`src/rtl/bcd_scan_counter_pkg.sv`:
```
// bcd_pkg: BCD nibble type, decade limit and decoder bus-order helper.
// Rev 1.0
`default_nettype none

package bcd_pkg;

  typedef logic [3:0] bcd_t;

  localparam bcd_t BCD_MAX = 4'd9;

  // The 7-segment decoder expects weight 8 on bit 0 and weight 1 on bit 3.
  function automatic logic [3:0] bitrev4(input logic [3:0] v);
    return {v[0], v[1], v[2], v[3]};
  endfunction

endpackage

`default_nettype wire

```
`src/rtl/bcd_scan_counter_if.sv`:
```
// bcd_scan_counter_if: control, count and display signals of the scanning BCD counter.
// Rev 1.0
`default_nettype none

interface bcd_scan_counter_if #(
  parameter int NDIG = 4
);

  logic                tick;
  logic                up;
  logic                load;
  logic [4*NDIG-1:0]   load_val;
  logic [4*NDIG-1:0]   count;
  logic                wrap;
  logic [3:0]          disp_num;
  logic [NDIG-1:0]     disp_sel;

  modport master (
    output tick, up, load, load_val,
    input  count, wrap, disp_num, disp_sel
  );

  modport slave (
    input  tick, up, load, load_val,
    output count, wrap, disp_num, disp_sel
  );

endinterface

`default_nettype wire

```
`src/rtl/bcd_scan_counter_decade.sv`:
```
// bcd_decade: one combinational BCD decade step; carry_i doubles as borrow-in.
// Rev 1.0
`default_nettype none

module bcd_decade
  import bcd_pkg::*;
(
  input  bcd_t nib_i,
  input  logic inc_i,
  input  logic dec_i,
  input  logic carry_i,
  output bcd_t nib_o,
  output logic carry_o
);

  always_comb begin
    nib_o   = nib_i;
    carry_o = 1'b0;
    if (carry_i && inc_i) begin
      if (nib_i >= BCD_MAX) begin
        nib_o   = '0;
        carry_o = 1'b1;
      end else begin
        nib_o = nib_i + 4'd1;
      end
    end else if (carry_i && dec_i) begin
      if (nib_i == '0) begin
        nib_o   = BCD_MAX;
        carry_o = 1'b1;
      end else begin
        nib_o = nib_i - 4'd1;
      end
    end
  end

endmodule

`default_nettype wire

```
`src/rtl/bcd_scan_counter.sv`:
```
// bcd_scan_counter: NDIG-decade BCD up/down counter with multiplexed digit scanning.
// Rev 1.0
`default_nettype none

module bcd_scan_counter
  import bcd_pkg::*;
#(
  parameter int NDIG     = 4,
  parameter int SCAN_DIV = 1024
) (
  input  logic                 clk,
  input  logic                 rst_n,
  bcd_scan_counter_if.slave    bus
);

  localparam int PREW = (SCAN_DIV > 1) ? $clog2(SCAN_DIV) : 1;
  localparam int IDXW = (NDIG > 1) ? $clog2(NDIG) : 1;

  bcd_t [NDIG-1:0]  count_q, count_d;
  logic             wrap_q, wrap_d;
  logic [PREW-1:0]  pre_q, pre_d;
  logic [IDXW-1:0]  idx_q, idx_d;
  logic [3:0]       disp_num_q, disp_num_d;
  logic [NDIG-1:0]  disp_sel_q, disp_sel_d;

  bcd_t [NDIG-1:0]  w_load_san;
  bcd_t [NDIG-1:0]  w_step;
  logic [NDIG:0]    w_carry;
  logic             w_inc;
  logic             w_dec;
  logic             w_pre_last;

  assign w_inc      = bus.tick &  bus.up & ~bus.load;
  assign w_dec      = bus.tick & ~bus.up & ~bus.load;
  assign w_carry[0] = 1'b1;

  // Decade 0 always steps; higher decades step only on carry/borrow ripple.
  for (genvar i = 0; i < NDIG; i++) begin : g_decade
    assign w_load_san[i] = (bus.load_val[4*i +: 4] > BCD_MAX) ? bcd_t'(0)
                                                              : bus.load_val[4*i +: 4];
    bcd_decade u_decade (
      .nib_i   (count_q[i]),
      .inc_i   (w_inc),
      .dec_i   (w_dec),
      .carry_i (w_carry[i]),
      .nib_o   (w_step[i]),
      .carry_o (w_carry[i+1])
    );
  end

  always_comb begin
    count_d = count_q;
    wrap_d  = 1'b0;
    if (bus.load) begin
      count_d = w_load_san;
    end else if (bus.tick) begin
      count_d = w_step;
      wrap_d  = w_carry[NDIG];
    end
  end

  assign w_pre_last = (pre_q == PREW'(SCAN_DIV - 1));

  always_comb begin
    pre_d = pre_q + PREW'(1);
    idx_d = idx_q;
    if (w_pre_last) begin
      pre_d = '0;
      idx_d = (idx_q == IDXW'(NDIG - 1)) ? '0 : idx_q + IDXW'(1);
    end
  end

  always_comb begin
    disp_num_d = bitrev4(count_q[idx_q]);
    disp_sel_d = ~(NDIG'(1) << idx_q);
  end

  always_ff @(posedge clk) begin
    if (!rst_n) begin
      count_q    <= '0;
      wrap_q     <= 1'b0;
      pre_q      <= '0;
      idx_q      <= '0;
      disp_num_q <= '0;
      disp_sel_q <= ~NDIG'(1);
    end else begin
      count_q    <= count_d;
      wrap_q     <= wrap_d;
      pre_q      <= pre_d;
      idx_q      <= idx_d;
      disp_num_q <= disp_num_d;
      disp_sel_q <= disp_sel_d;
    end
  end

  assign bus.count    = count_q;
  assign bus.wrap     = wrap_q;
  assign bus.disp_num = disp_num_q;
  assign bus.disp_sel = disp_sel_q;

endmodule

`default_nettype wire

```
`src/flat_wrapper.sv`:
```
// flat-port wrapper written by rule: the top's interface ports become plain ports
module bcd_scan_counter_flat import bcd_pkg::*;
#(
  parameter int NDIG     = 4,
  parameter int SCAN_DIV = 1024
)
  (clk, rst_n, bus_tick, bus_up, bus_load, bus_load_val, bus_count, bus_wrap, bus_disp_num, bus_disp_sel);
  bcd_scan_counter_if #(.NDIG(NDIG)) bus_i ();
  input  logic clk;
  input  logic rst_n;
  input wire logic [$bits(bus_i.tick)-1:0] bus_tick;
  input wire logic [$bits(bus_i.up)-1:0] bus_up;
  input wire logic [$bits(bus_i.load)-1:0] bus_load;
  input wire logic [$bits(bus_i.load_val)-1:0] bus_load_val;
  output wire logic [$bits(bus_i.count)-1:0] bus_count;
  output wire logic [$bits(bus_i.wrap)-1:0] bus_wrap;
  output wire logic [$bits(bus_i.disp_num)-1:0] bus_disp_num;
  output wire logic [$bits(bus_i.disp_sel)-1:0] bus_disp_sel;
  assign bus_i.tick = bus_tick;
  assign bus_i.up = bus_up;
  assign bus_i.load = bus_load;
  assign bus_i.load_val = bus_load_val;
  assign bus_count = bus_i.count;
  assign bus_wrap = bus_i.wrap;
  assign bus_disp_num = bus_i.disp_num;
  assign bus_disp_sel = bus_i.disp_sel;
  bcd_scan_counter #(.NDIG(NDIG), .SCAN_DIV(SCAN_DIV)) u_core (.clk(clk), .rst_n(rst_n), .bus(bus_i));
endmodule
```
`config.mk`:
```
export PLATFORM = sky130hd
export DESIGN_NAME = bcd_scan_counter_flat
export DESIGN_NICKNAME = d
export VERILOG_FILES = /design/src/rtl/bcd_scan_counter_pkg.sv /design/src/rtl/bcd_scan_counter_if.sv /design/src/rtl/bcd_scan_counter_decade.sv /design/src/rtl/bcd_scan_counter.sv /design/src/flat_wrapper.sv
export SDC_FILE = /design/constraint.sdc
export NUM_CORES = 1
export LEC_CHECK = 0
export ABC_CLOCK_PERIOD_IN_PS = 5750
export BUFFER_PORTS_ARGS = -buffer_cell sky130_fd_sc_hd__buf_2
export CORE_MARGIN = 5
export CORE_UTILIZATION = 62
export CTS_CLUSTER_DIAMETER = 50
export DETAILED_ROUTE_END_ITERATION = 8
export PLACE_DENSITY = 0.87
export SLEW_MARGIN = 25
export SYNTH_ARGS = -nofsm -noshare
export SYNTH_HDL_FRONTEND = slang
export SYNTH_HIERARCHICAL = 1
export SYNTH_SLANG_ARGS = --single-unit
```
`constraint.sdc`:
```
create_clock -name clk -period 5.75 [get_ports clk]
set_input_delay 0.2875 -clock clk [delete_from_list [all_inputs] [get_ports clk]]
set_output_delay 0.2875 -clock clk [all_outputs]
set_load 0.01 [all_outputs]
```
==> Yosys cells after proc, flatten, opt, wreduce, memory -nomap -nowiden <==
Index checks and enable logic that the tools add are counted.
{ "word_totals": {"reg_bits": 37, "latch_bits": 0, "mem_bits_rw": 0, "rom_bits": 0, "inputBits": 21, "output_inout_bits": 25, "word_cells": 102, "memories": 0} }
{ "op_classes": {"n_addsub": 10, "mul": 0, "div": 0, "n_lt_le_gt_ge": 9, "n_eq_ne": 2, "shift": 1, "n_mux": 41, "bitwise": 9, "reduce_logical": 21} }
{ "op_table": {"columns": ["op", "n"], "rows": [
  ["4-bit 2-to-1 mux", 21],
  ["16-bit 2-to-1 mux", 2],
  ["4-bit by 1-bit adder with 4-bit output, second input constant", 4],
  ["4-bit greater-or-equal comparator, second input constant", 4],
  ["4-bit > comparator, second input constant", 4],
  ["4-bit zero test", 4],
  ["1-bit 2-to-1 mux", 16],
  ["4-bit by 1-bit subtractor with 4-bit output, second input constant", 4],
  ["3-bit nonzero test", 4],
  ["10-bit by 1-bit adder with 10-bit output, second input constant", 1],
  ["10-bit == test, second input constant", 1],
  ["4-bit binary-select mux with 2-bit select", 1],
  ["2-bit AND reduction", 4],
  ["1-bit logical AND", 6],
  ["1-bit AND", 4],
  ["1-bit NOT", 4],
  ["4-bit NOT", 1],
  ["1-bit by 2-bit left shift with 4-bit output, first input constant", 1],
  ["2-bit by 3-bit less-than comparator with 1-bit output, second input constant", 1],
  ["3-bit OR reduction", 1],
  ["2-bit by 1-bit adder with 2-bit output, second input constant", 1],
  ["2-bit == test, second input constant", 1],
  ["2-bit 2-to-1 mux", 1],
  ["2-bit nonzero test", 1],
  ["2-bit OR reduction", 1]
]} }

==> Depth between registers and ports, before layout <==
Gate-level depths: netlist of the first run.
{ "logic_depth": {"depth_word": 16, "depth_mapped": 19, "ltp_nobuf": 13} }

==> Cells and area by module <==
Netlist of the first run, hierarchy kept.
{ "by_module_without_submodules": {"columns": ["module", "n_inst", "cells_each", "area_each_um2", "seq_area_each_um2"], "rows": [
  ["bcd_scan_counter", 1, 178, 1716.6, 740.7],
  ["bcd_decade", 4, 38, 304.0, 0.0]
]} }

==> Worst setup path before layout of the first run <==
OpenSTA, ideal clock, no wires.
{ "synth_timing": {"kind": "input to register", "start": "input port bus_load", "end": "register u_core.count_q, in the netlist u_core/bus.count[15]", "setup_ps": 128, "arrival_time_ps": 3859, "required_ps": 5622, "slack_ps": 1764, "stages": 17, "path_buffers": 5, "cell_sequence": "buf_2 buf_1 nor3b_1 nor2b_1 a32oi_1 nor2b_1 clkbuf_1 nor2b_1 clkbuf_1 nor2b_1 clkbuf_1 and3b_1 nand4_1 a32o_1 mux2i_1 o32a_1 nor2_1"} }
{ "synth_lines": {"columns": ["item", "line", "source"], "rows": [
  ["from (decl)", "flat_wrapper.sv:13", "input wire logic [$bits(bus_i.load)-1:0] bus_load;"],
  ["to (signal assigned)", "bcd_scan_counter.sv:87", "count_q <= count_d;"],
  ["to (decl)", "bcd_scan_counter.sv:19", "bcd_t [NDIG-1:0] count_q, count_d;"]
]} }

==> results of run 1 <==
==> worst paths after layout <==
check        slack (ns)                             start                           endpoint
max reg2reg        1.53  u_core/bus.count[0]$_SDFFE_PN0P_  u_core/bus.count[12]$_SDFFE_PN0P_
min reg2reg        0.47        u_core/pre_q[0]$_SDFF_PP0_         u_core/pre_q[0]$_SDFF_PP0_
max                1.53  u_core/bus.count[0]$_SDFFE_PN0P_  u_core/bus.count[12]$_SDFFE_PN0P_
min                0.28                   bus_load_val[6]   u_core/bus.count[6]$_SDFFE_PN0P_
==> area by class of cell <==
class                   instances  area share [%]
well taps                      54            2.09
flip-flops and latches         37            22.9
clock buffers                   5            2.13
clock inverters                 3            1.43
repair buffers                 46            7.21
multi-input cells             257            62.5
inverters                      15            1.74
==> worst reg2reg max path: cells and delay by family (launching register included) <==
kind | cells | cell delay [ns]
AO/OA/AOI/OAI | 5 | 1.12
flip-flops | 1 | 0.52
AND/OR/NAND/NOR | 4 | 1.95
buffers and inverters | 1 | 0.18
multiplexers | 1 | 0.11
adder cells (fa/ha/maj) | 1 | 0.27
==> where the power goes <==
group          internal (W)  total, W  switching, W  leakage, nW
combinational     0.0000527  0.000115     0.0000628        0.958
sequential         0.000264  0.000281     0.0000167        0.301
clock              0.000130  0.000231      0.000102       0.0543
==> cell usage in the layout (no fill, tap or decap), types with 5 or more instances in the layout <==
cell,count
a211oi_1,6
a21oi_1,24
and2_1,5
buf_2,45
clkbuf_8,5
dfxtp_1,37
ha_1,21
inv_1,14
mux2_2,7
mux2i_1,10
nand2_1,23
nand3_1,10
nand3b_1,7
nand4_1,9
nor2_1,10
nor2b_1,9
nor3b_1,5
o211ai_1,8
o21ai_0,12
o32a_1,5
xnor2_1,6
==> logic make-up after synthesis <==
group / share of synthesized area [%]
simple gates: 24.7
compound gates: 23.7
flops: 25.3
buf+inv: 6.02
fa+ha+maj: 8.96
mux: 9.17
xor+xnor: 2.09
other cells: 0.128
==> flip-flops by register name, summed over array words and instances, names as in the netlist <==
signal	count
u_core/bus.disp_num	4
u_core/bus.count	16
u_core/bus.wrap	1
u_core/idx_q	2
u_core/pre_q	10
u_core/bus.disp_sel	4
==> stage by stage <==
stage	util (%)	worst slack [ns]	total power (W)
after floorplan	-	1.76	0.000366
after global placement	66.8	1.35	0.000397
after detailed placement	66.8	1.13	0.000399
after CTS	69.3	1.40	0.000630
after global routing	69.3	1.18	0.000654
final	69.3	1.53	0.000628
==> cell usage after synthesis (5+ instances only) <==
| cell | instances |
|---|---|
| dfxtp_1 | 37 |
| a21oi_1 | 24 |
| nand2_1 | 23 |
| ha_1 | 21 |
| inv_1 | 14 |
| o21ai_0 | 12 |
| mux2i_1 | 10 |
| nand3_1 | 10 |
| nor2_1 | 10 |
| buf_2 | 9 |
| nand4_1 | 9 |
| nor2b_1 | 9 |
| o211ai_1 | 8 |
| clkbuf_1 | 7 |
| mux2_2 | 7 |
| nand3b_1 | 7 |
| a211oi_1 | 6 |
| xnor2_1 | 6 |
| and2_1 | 5 |
| and3_1 | 5 |
| nor3b_1 | 5 |
| o32a_1 | 5 |
==> metal layers <==
metal / part of all wire, % / track usage [%] / vias up
met2: 49 / 38.4 / 95
met4: 1.8 / 8.39 / 0
li1: - / - / 1325
met3: 5.1 / 3.51 / 13
met5: 0 / 0 / -
met1: 44 / 29.8 / 1304
==> results.json, run 1 <==
{
  "coreArea_um2": 4660,
  "ys.flop_type": "dfxtp_1",
  "endpoint_kind": "flip-flop",
  "vdd_drop_max_v": 0.000161,
  "grt_max_degree": 37,
  "hold_slack_ns": 0.277,
  "io_pins": 46,
  "antenna_cells": 0,
  "htree_levels": 2,
  "dp_hpwl_um": 4860,
  "syn2layout_area_growth_pct": 10.1,
  "clk_pin_slew_ns": 0.08,
  "hold_buffers": 0,
  "synth_edf_count": 0,
  "cts_tree": "done",
  "status": "complete, no violations",
  "synthDistinctLibCells": 51,
  "holdPathStages": 3,
  "slowest_stage": "nor2b_1",
  "worst-r2r-cell-count": 12,
  "numCtsBuffers": 5,
  "maxCapViolCount": 0,
  "cts_root_buf": "clkbuf_8",
  "portBuffers": 45,
  "wl_um": 6980,
  "initial_core_util_pct": 62.9,
  "antenna_found_initial": 0,
  "cts_sinks": 37,
  "die_y_um": 78.8,
  "fp.dieArea_um2": 6210,
  "synth_top_cell_by_area": "dfxtp_1",
  "placed_area_um2": 3110,
  "synth_top_area_share_pct": 25.3,
  "row_count": 25,
  "dr.first_iter.drc_count": 215,
  "critPathRequiredTime_ns": 5.96,
  "relSlewSlack_pct": 52.4,
  "cp_num_cells": 12,
  "dp.cells": 409,
  "avgRoutedWirePerCell_um": 16.7,
  "design_area_um2": 3230,
  "synth_area_um2": 2930,
  "drive_above_1_share_pct": 24.5,
  "grt.total_usage_pct": 22.9,
  "drcViolationCount": 0,
  "syn_nets": 372,
  "multi_input_area_um2": 2020,
  "fin_crit_ns": 4.22,
  "num_vias": 2737,
  "clock_skew_ns": 0.00161,
  "cts_resized": 0,
  "ys_seq_area_share_pct": 25.3,
  "firstDrtPassIters": 5,
  "synth_cells": 330,
  "tns_ns": 0,
  "cp_common_cell": "nor2b_1",
  "rsz0062_at_grt": "false",
  "hold_viol": 0,
  "overflow": 0,
  "ant_nets": 0,
  "report.final.slew_viol_count": 0,
  "path_buf_inv": 1,
  "ys_warn_count": 6,
  "cellPowerDensity_nw_per_um2": 194,
  "post-cts-setup-buffers": 0,
  "fmax_mhz": 237,
  "die_w_um": 78.8,
  "grt_pass1_vias": 2544,
  "worstHoldPathType": "in2reg",
  "final_cells": 417,
  "seq_area_um2": 741,
  "crit_chain": "inv_1 -> ha_1 -> or3b_1 -> a32oi_1 -> nor2b_1 -> nor2b_1 -> nor2b_1 -> o21ai_0 -> a311o_1 -> o211ai_1 -> mux2i_1 -> a211oi_1",
  "cpPeakStageDelay_ns": 0.58,
  "clk_latency_ns": 0.30,
  "fin_crit_sh_pct": 73.3,
  "cp_max_fo": 10,
  "cts_buffer_depth": 2,
  "gp_congestion": 0.904,
  "synthTopCellsByArea": "dfxtp_1 (25%), ha_1 (9.0%), a21oi_1 (4.1%), mux2i_1 (3.4%), mux4_2 (3.1%)",
  "synthArstFlopShare_pct": 0,
  "fin_nets": 404,
  "grt_pass1_wl_um": 11700,
  "path_class": "reg2reg",
  "ys_ff_latch": 37,
  "startpoint_type": "flip-flop",
  "leakage_nw": 1.31,
  "critical-path-top-delay-family": "simple AND/OR/NAND/NOR gates",
  "tightest_slew_ns": 0.713,
  "via_per_inst": 6.56,
  "syn_area_per_cell_um2": 8.89,
  "fill_cells": 366,
  "cp.arrival_ns": 4.43,
  "setup_violations": 0
}
Note: power is estimated with default switching activity, not from simulation.
==> run 2, diff against run 1 <==
Settings changed: ABC_CLOCK_PERIOD_IN_PS 5750 to 3900, CORE_UTILIZATION 62 to 57, PLACE_DENSITY 0.87 to 0.81.
Clock period 5.75 ns to 3.9 ns, I/O delays scaled along.
==> run 2 against run 1 <==
Against the previous run:
- final area increased by 1.4%
- wire length decreased by 0.83%
- register-to-register slack got worse by 1.1 ns
- sequential power increased by 47%
- critical path depth increased by 2
- first-iteration DRC count decreased by 25%
- setup slack got worse by 1.1 ns
- combinational power increased by 50%
- sequential share of layout area decreased by 0.32 points
- clock power increased by 23%
- via count decreased by 1.8%
- worst hold slack got worse by 0.096 ns
==> results.json, run 2 (synthesized netlist as in run 1, its figures left out) <==
{
  "worst-r2r-cell-count": 14,
  "htree_levels": 2,
  "io_pins": 46,
  "drcViolationCount": 0,
  "timing.rr.start": "u_core/bus.count[0]$_SDFFE_PN0P_",
  "hold_buffers": 0,
  "intPower_w": 0.000613,
  "fmax_mhz": 286,
  "vdd_drop_max_v": 0.000261,
  "antenna_found_initial": 0,
  "grt_pass1_wl_um": 11500,
  "fin_crit_sh_pct": 89.5,
  "die_w_um": 81.7,
  "maxCapViolCount": 0,
  "critPathRequiredTime_ns": 4.10,
  "die_y_um": 81.7,
  "path_class": "reg2reg",
  "portBuffers": 45,
  "startpoint_type": "flip-flop",
  "rsz0062_at_grt": "false",
  "hold_viol": 0,
  "via_per_inst": 6.12,
  "cts_buffer_depth": 2,
  "startpoint": "u_core/bus.count[0]$_SDFFE_PN0P_",
  "cts_resized": 0,
  "fin_util_pct": 64.9,
  "cts_sinks": 37,
  "tns_ns": 0,
  "sw_frac_of_total_pct": 29.6,
  "seqPwrFrac_pct": 47.5,
  "leakage_nw": 1.34,
  "relSlewSlack_pct": 50.1,
  "clock_skew_ns": 0.00435,
  "tightest_slew_ns": 0.747,
  "ant_nets": 0,
  "crit_end": "u_core/bus.count[12]$_SDFFE_PN0P_",
  "firstDrtPassIters": 4,
  "cp_max_fo": 10,
  "layout_commonest_cell": "buf_2",
  "dr.first_iter.drc_count": 162,
  "cp.arrival_ns": 3.69,
  "grt_max_degree": 28,
  "switching_power_w": 0.000258,
  "report.final.slew_viol_count": 0,
  "num_vias": 2688,
  "avgRoutedWirePerCell_um": 15.8,
  "clkPwrFrac_pct": 32.8,
  "worstHoldPathType": "in2reg",
  "fin_crit_ns": 3.49,
  "syn2layout_area_growth_pct": 11.6,
  "antenna_cells": 0,
  "dp_hpwl_um": 5020,
  "cellPowerDensity_nw_per_um2": 266,
  "status": "complete, no violations",
  "post-cts-setup-buffers": 0,
  "r2r_end": "u_core/bus.count[12]$_SDFFE_PN0P_",
  "clk_pin_slew_ns": 0.08,
  "r2r_setup_slack_ns": 0.41,
  "endpoint_kind": "flip-flop",
  "pwr-share-comb_pct": 19.8,
  "numCtsBuffers": 5,
  "gp_congestion": 0.976,
  "drive_above_1_share_pct": 25.5,
  "largest_reg_flops": 16,
  "grt.total_usage_pct": 21.2,
  "fp.dieArea_um2": 6680,
  "cts_tree": "done",
  "cts_root_buf": "clkbuf_8",
  "wl_um": 6920,
  "fill_cells": 425,
  "coreArea_um2": 5040,
  "final_cell_mix": "buf_2 (45), dfxtp_1 (37), a21oi_1 (24)",
  "fin_nets": 410,
  "row_count": 26,
  "setup_violations": 0,
  "initial_core_util_pct": 58.2,
  "clk_latency_ns": 0.29,
  "overflow": 0,
  "grt_pass1_vias": 2574
}
[run 2: cell types whose count changed in the layout (fill, tap and decap cells not counted)]
cell,delta
clkbuf_8,+1
bufinv_16,-1
buf_4,+6
clkinv_2,+1
and3_2,-1
clkinvlp_4,-1
and3_1,+1
[run 2: per-stage QoR]
step,hold slack (ns),cells,total power (W),cell area [um^2],setup WS [ns]
2_1_floorplan,0.352,330,0.000540,2930,0.00621
3_3_place_gp,0.444,431,0.000588,3180,0.619
3_5_place_dp,0.456,431,0.000592,3180,0.486
4_1_cts,0.176,439,0.000876,3270,0.465
5_1_grt,0.198,439,0.000911,3270,0.0675
6_report,0.180,439,0.000872,3270,0.409
[run 2: power by group through the flow]
stage	registers, W	clock network (W)	logic (W)
global placement	0.000422	0	0.000166
floorplan	0.000419	0	0.000121
finish	0.000414	0.000285	0.000172
global route	0.000417	0.000304	0.000190
detailed placement	0.000423	0	0.000169
CTS	0.000414	0.000292	0.000170
[run 2: layout make-up]
class / instances / area [um^2] / share of cell area [%]
timing repair buffer: 52 / 278 / 8.48
clock buffer: 6 / 82.6 / 2.52
sequential: 37 / 741 / 22.6
tap: 70 / 87.6 / 2.67
multi-input combinational: 257 / 2020 / 61.6
clock inverter: 2 / 13.8 / 0.420
inverter: 15 / 56.3 / 1.72
[run 2: routing by layer]
layer	vias to the layer above	track usage, %	wire length (um)
li1	1327	-	-
met1	1269	26.7	3050
met2	80	37.5	3380
met3	12	3.07	381
met4	0	5.81	110
met5	-	0	0
[run 2: worst max-delay path, stage by stage (launching register included)]
cell and delay (ns):
dfxtp_1 0.49, inv_1 0.16, ha_1 0.25, or3b_1 0.23, a32oi_1 0.11, nor2b_1 0.13
buf_4 0.16, nor2b_1 0.19, buf_4 0.18, nor2b_1 0.48, o21ai_0 0.23, a311o_1 0.36
o211ai_1 0.09, mux2i_1 0.10, a211oi_1 0.24
[run 2: worst min path at each step]
stage,start,endpoint,slack [ns],cells after the start
after global routing,bus_load_val[10],u_core/bus.count[10]$_SDFFE_PN0P_,0.20,3
after CTS,bus_load_val[10],u_core/bus.count[10]$_SDFFE_PN0P_,0.18,3
final,bus_load_val[10],u_core/bus.count[10]$_SDFFE_PN0P_,0.18,3
after floorplan,bus_load_val[2],u_core/bus.count[2]$_SDFFE_PN0P_,0.35,2
after global placement,u_core/pre_q[0]$_SDFF_PP0_,u_core/pre_q[0]$_SDFF_PP0_,0.44,1
after detailed placement,u_core/pre_q[0]$_SDFF_PP0_,u_core/pre_q[0]$_SDFF_PP0_,0.46,1
==> run 3, diff against run 2 <==
Settings changed: BUFFER_PORTS_ARGS -buffer_cell sky130_fd_sc_hd__buf_2 to default, CORE_MARGIN 5 to 2, CORE_UTILIZATION 57 to 64, DONT_BUFFER_PORTS from default to 1.
==> run 3 against run 2 <==
Against the previous run:
- combinational power is 18% lower
- worst hold slack worse by 0.15 ns
- sequential share of layout area is 1.7 points higher
- via count is 2.9% lower
- clock-buffer cell count is 1 lower
- setup slack better by 0.069 ns
- flip-flop and latch count stayed put
- critical path depth stayed put
- global-route usage is 6.3 points higher
- die area is 23% lower
- clock power is 19% higher
- critical endpoint is now u_core/bus.count[15]$_SDFFE_PN0P_
==> results.json, run 3 (synthesized netlist as in run 1, its figures left out) <==
{
  "status": "complete, no violations",
  "row_count": 24,
  "clk_latency_ns": 0.29,
  "fin_crit_sh_pct": 87.8,
  "final_cell_mix": "dfxtp_1 (37), a21oi_1 (24), nand2_1 (23)",
  "fmax_mhz": 292,
  "syn2layout_area_growth_pct": 4.01,
  "startpoint_type": "flip-flop",
  "grt_max_degree": 28,
  "avgRoutedWirePerCell_um": 18.3,
  "via_per_inst": 6.94,
  "overflow": 0,
  "numCtsBuffers": 5,
  "cellPowerDensity_nw_per_um2": 294,
  "layout_commonest_cell": "dfxtp_1",
  "cp_common_cell": "nor2b_1",
  "cts_buffer_depth": 2,
  "die_w_um": 71.7,
  "grt_pass1_vias": 2506,
  "drcViolationCount": 0,
  "rsz0062_at_grt": "false",
  "cts_tree": "done",
  "setup_violations": 0,
  "grt.total_usage_pct": 27.5,
  "worst_slack_ns": 0.477,
  "timing.rr.start": "u_core/bus.count[1]$_SDFFE_PN0P_",
  "portBuffers": 0,
  "hold_viol": 0,
  "ant_nets": 0,
  "largest_reg_flops": 16,
  "vdd_drop_max_v": 0.000186,
  "worstHoldPathType": "in2reg",
  "cts_resized": 0,
  "tns_ns": 0,
  "coreArea_um2": 4380,
  "pre_cts_slack_ns": 0.541,
  "relSlewSlack_pct": 50.7,
  "num_vias": 2609,
  "report.final.slew_viol_count": 0,
  "tightest_slew_ns": 0.738,
  "die_y_um": 71.7,
  "drive_above_1_share_pct": 14.5,
  "cts_sinks": 37,
  "leakage_nw": 1.14,
  "path_class": "reg2reg",
  "crit_chain": "inv_1 -> ha_1 -> or3b_1 -> a32oi_1 -> nor2b_1 -> nor2b_1 -> buf_4 -> nor2b_1 -> and3b_1 -> nand4_1 -> a32o_1 -> mux2i_1 -> o32a_1 -> nor2_1",
  "firstDrtPassIters": 5,
  "fp.dieArea_um2": 5140,
  "cts_root_buf": "clkbuf_8",
  "dr.first_iter.drc_count": 178,
  "antenna_cells": 0,
  "slowest_stage": "dfxtp_1",
  "critPathRequiredTime_ns": 4.05,
  "endpoint_kind": "flip-flop",
  "hp-start": "rst_n",
  "fin_nets": 365,
  "initial_core_util_pct": 66.9,
  "cp.arrival_ns": 3.58,
  "clock_skew_ns": 0.00971,
  "fin_crit_ns": 3.42,
  "startpoint": "u_core/bus.count[1]$_SDFFE_PN0P_",
  "htree_levels": 2,
  "gp_congestion": 0.939,
  "cpPeakStageDelay_ns": 0.53,
  "dp_hpwl_um": 4700,
  "wl_um": 6870,
  "r2r_setup_slack_ns": 0.48,
  "cp_max_fo": 10,
  "post-cts-setup-buffers": 0,
  "clk_pin_slew_ns": 0.08,
  "maxCapViolCount": 0,
  "antenna_found_initial": 0,
  "grt_pass1_wl_um": 11500,
  "io_pins": 46
}
run 3: changes by cell type in the layout (fill, tap and decap cells not counted), sizes merged:
cell	change
buf	-47
bufinv	+1
clkbuf	-1
clkinv	-1
clkinvlp	+1
dlygate4sd3	+2
run 3: metrics by stage:
| step | hold slack (ns) | power (W) | cell area [um^2] | utilization [%] | std cells |
|---|---|---|---|---|---|
| 6_report | 0.0265 | 0.000898 | 3050 | 69.6 | 376 |
| 5_1_grt | 0.0228 | 0.000933 | 3050 | 69.6 | 376 |
| 4_1_cts | 0.0265 | 0.000900 | 3050 | 69.6 | 376 |
| 3_5_place_dp | 0.269 | 0.000561 | 2920 | 66.5 | 366 |
| 3_3_place_gp | 0.268 | 0.000559 | 2920 | 66.5 | 366 |
| 2_1_floorplan | 0.352 | 0.000540 | 2930 | - | 330 |
run 3: final cells by class:
cell class	count	area (um^2)
flip-flops and latches	37	741
fillers	359	1330
clock buffers	5	68.8
repair buffers	7	57.6
multi-input cells	257	2020
inverters	15	56.3
clock inverters	3	46.3
well taps	52	65.1
run 3: routing by layer:
metal  up-vias  routed length [um]  global-route usage, %
li1       1238                   -                      -
met5         -                   0                      0
met4         0                 129                   9.22
met2       112                3220                   44.7
met3        11                 464                   5.77
met1      1248                3050                   36.4
run 3: repair_timing:
item / 4_1_cts / 5_1_grt
hold buffers: 2 / 0
endpoints found under the hold margin: 4 / 0
setup endpoints to repair: 0 / 0
run 3: power by group:
part	leakage, nW	switching [W]	internal [W]
Clock	0.0543	0.000148	0.000191
Combinational	0.786	0.0000727	0.0000683
Sequential	0.301	0.0000283	0.000390
Total	1.14	0.000249	0.000649
run 3: critical path: cells and delay by family (launching register included):
family	cells	cell delay, ns
adders and majority gates	1	0.23
DFF	1	0.53
buffers and inverters	2	0.33
muxes	1	0.14
AOI/OAI and AO/OA	3	0.54
and+or+nand+nor	7	1.50
run 3: worst paths after layout:
check	to	cells past startpoint
setup / recovery	u_core/bus.count[15]$_SDFFE_PN0P_	14
hold / removal	u_core/bus.disp_num[2]$_SDFF_PN0_	1
setup reg to reg	u_core/bus.count[15]$_SDFFE_PN0P_	14
hold reg to reg	u_core/pre_q[0]$_SDFF_PP0_	1
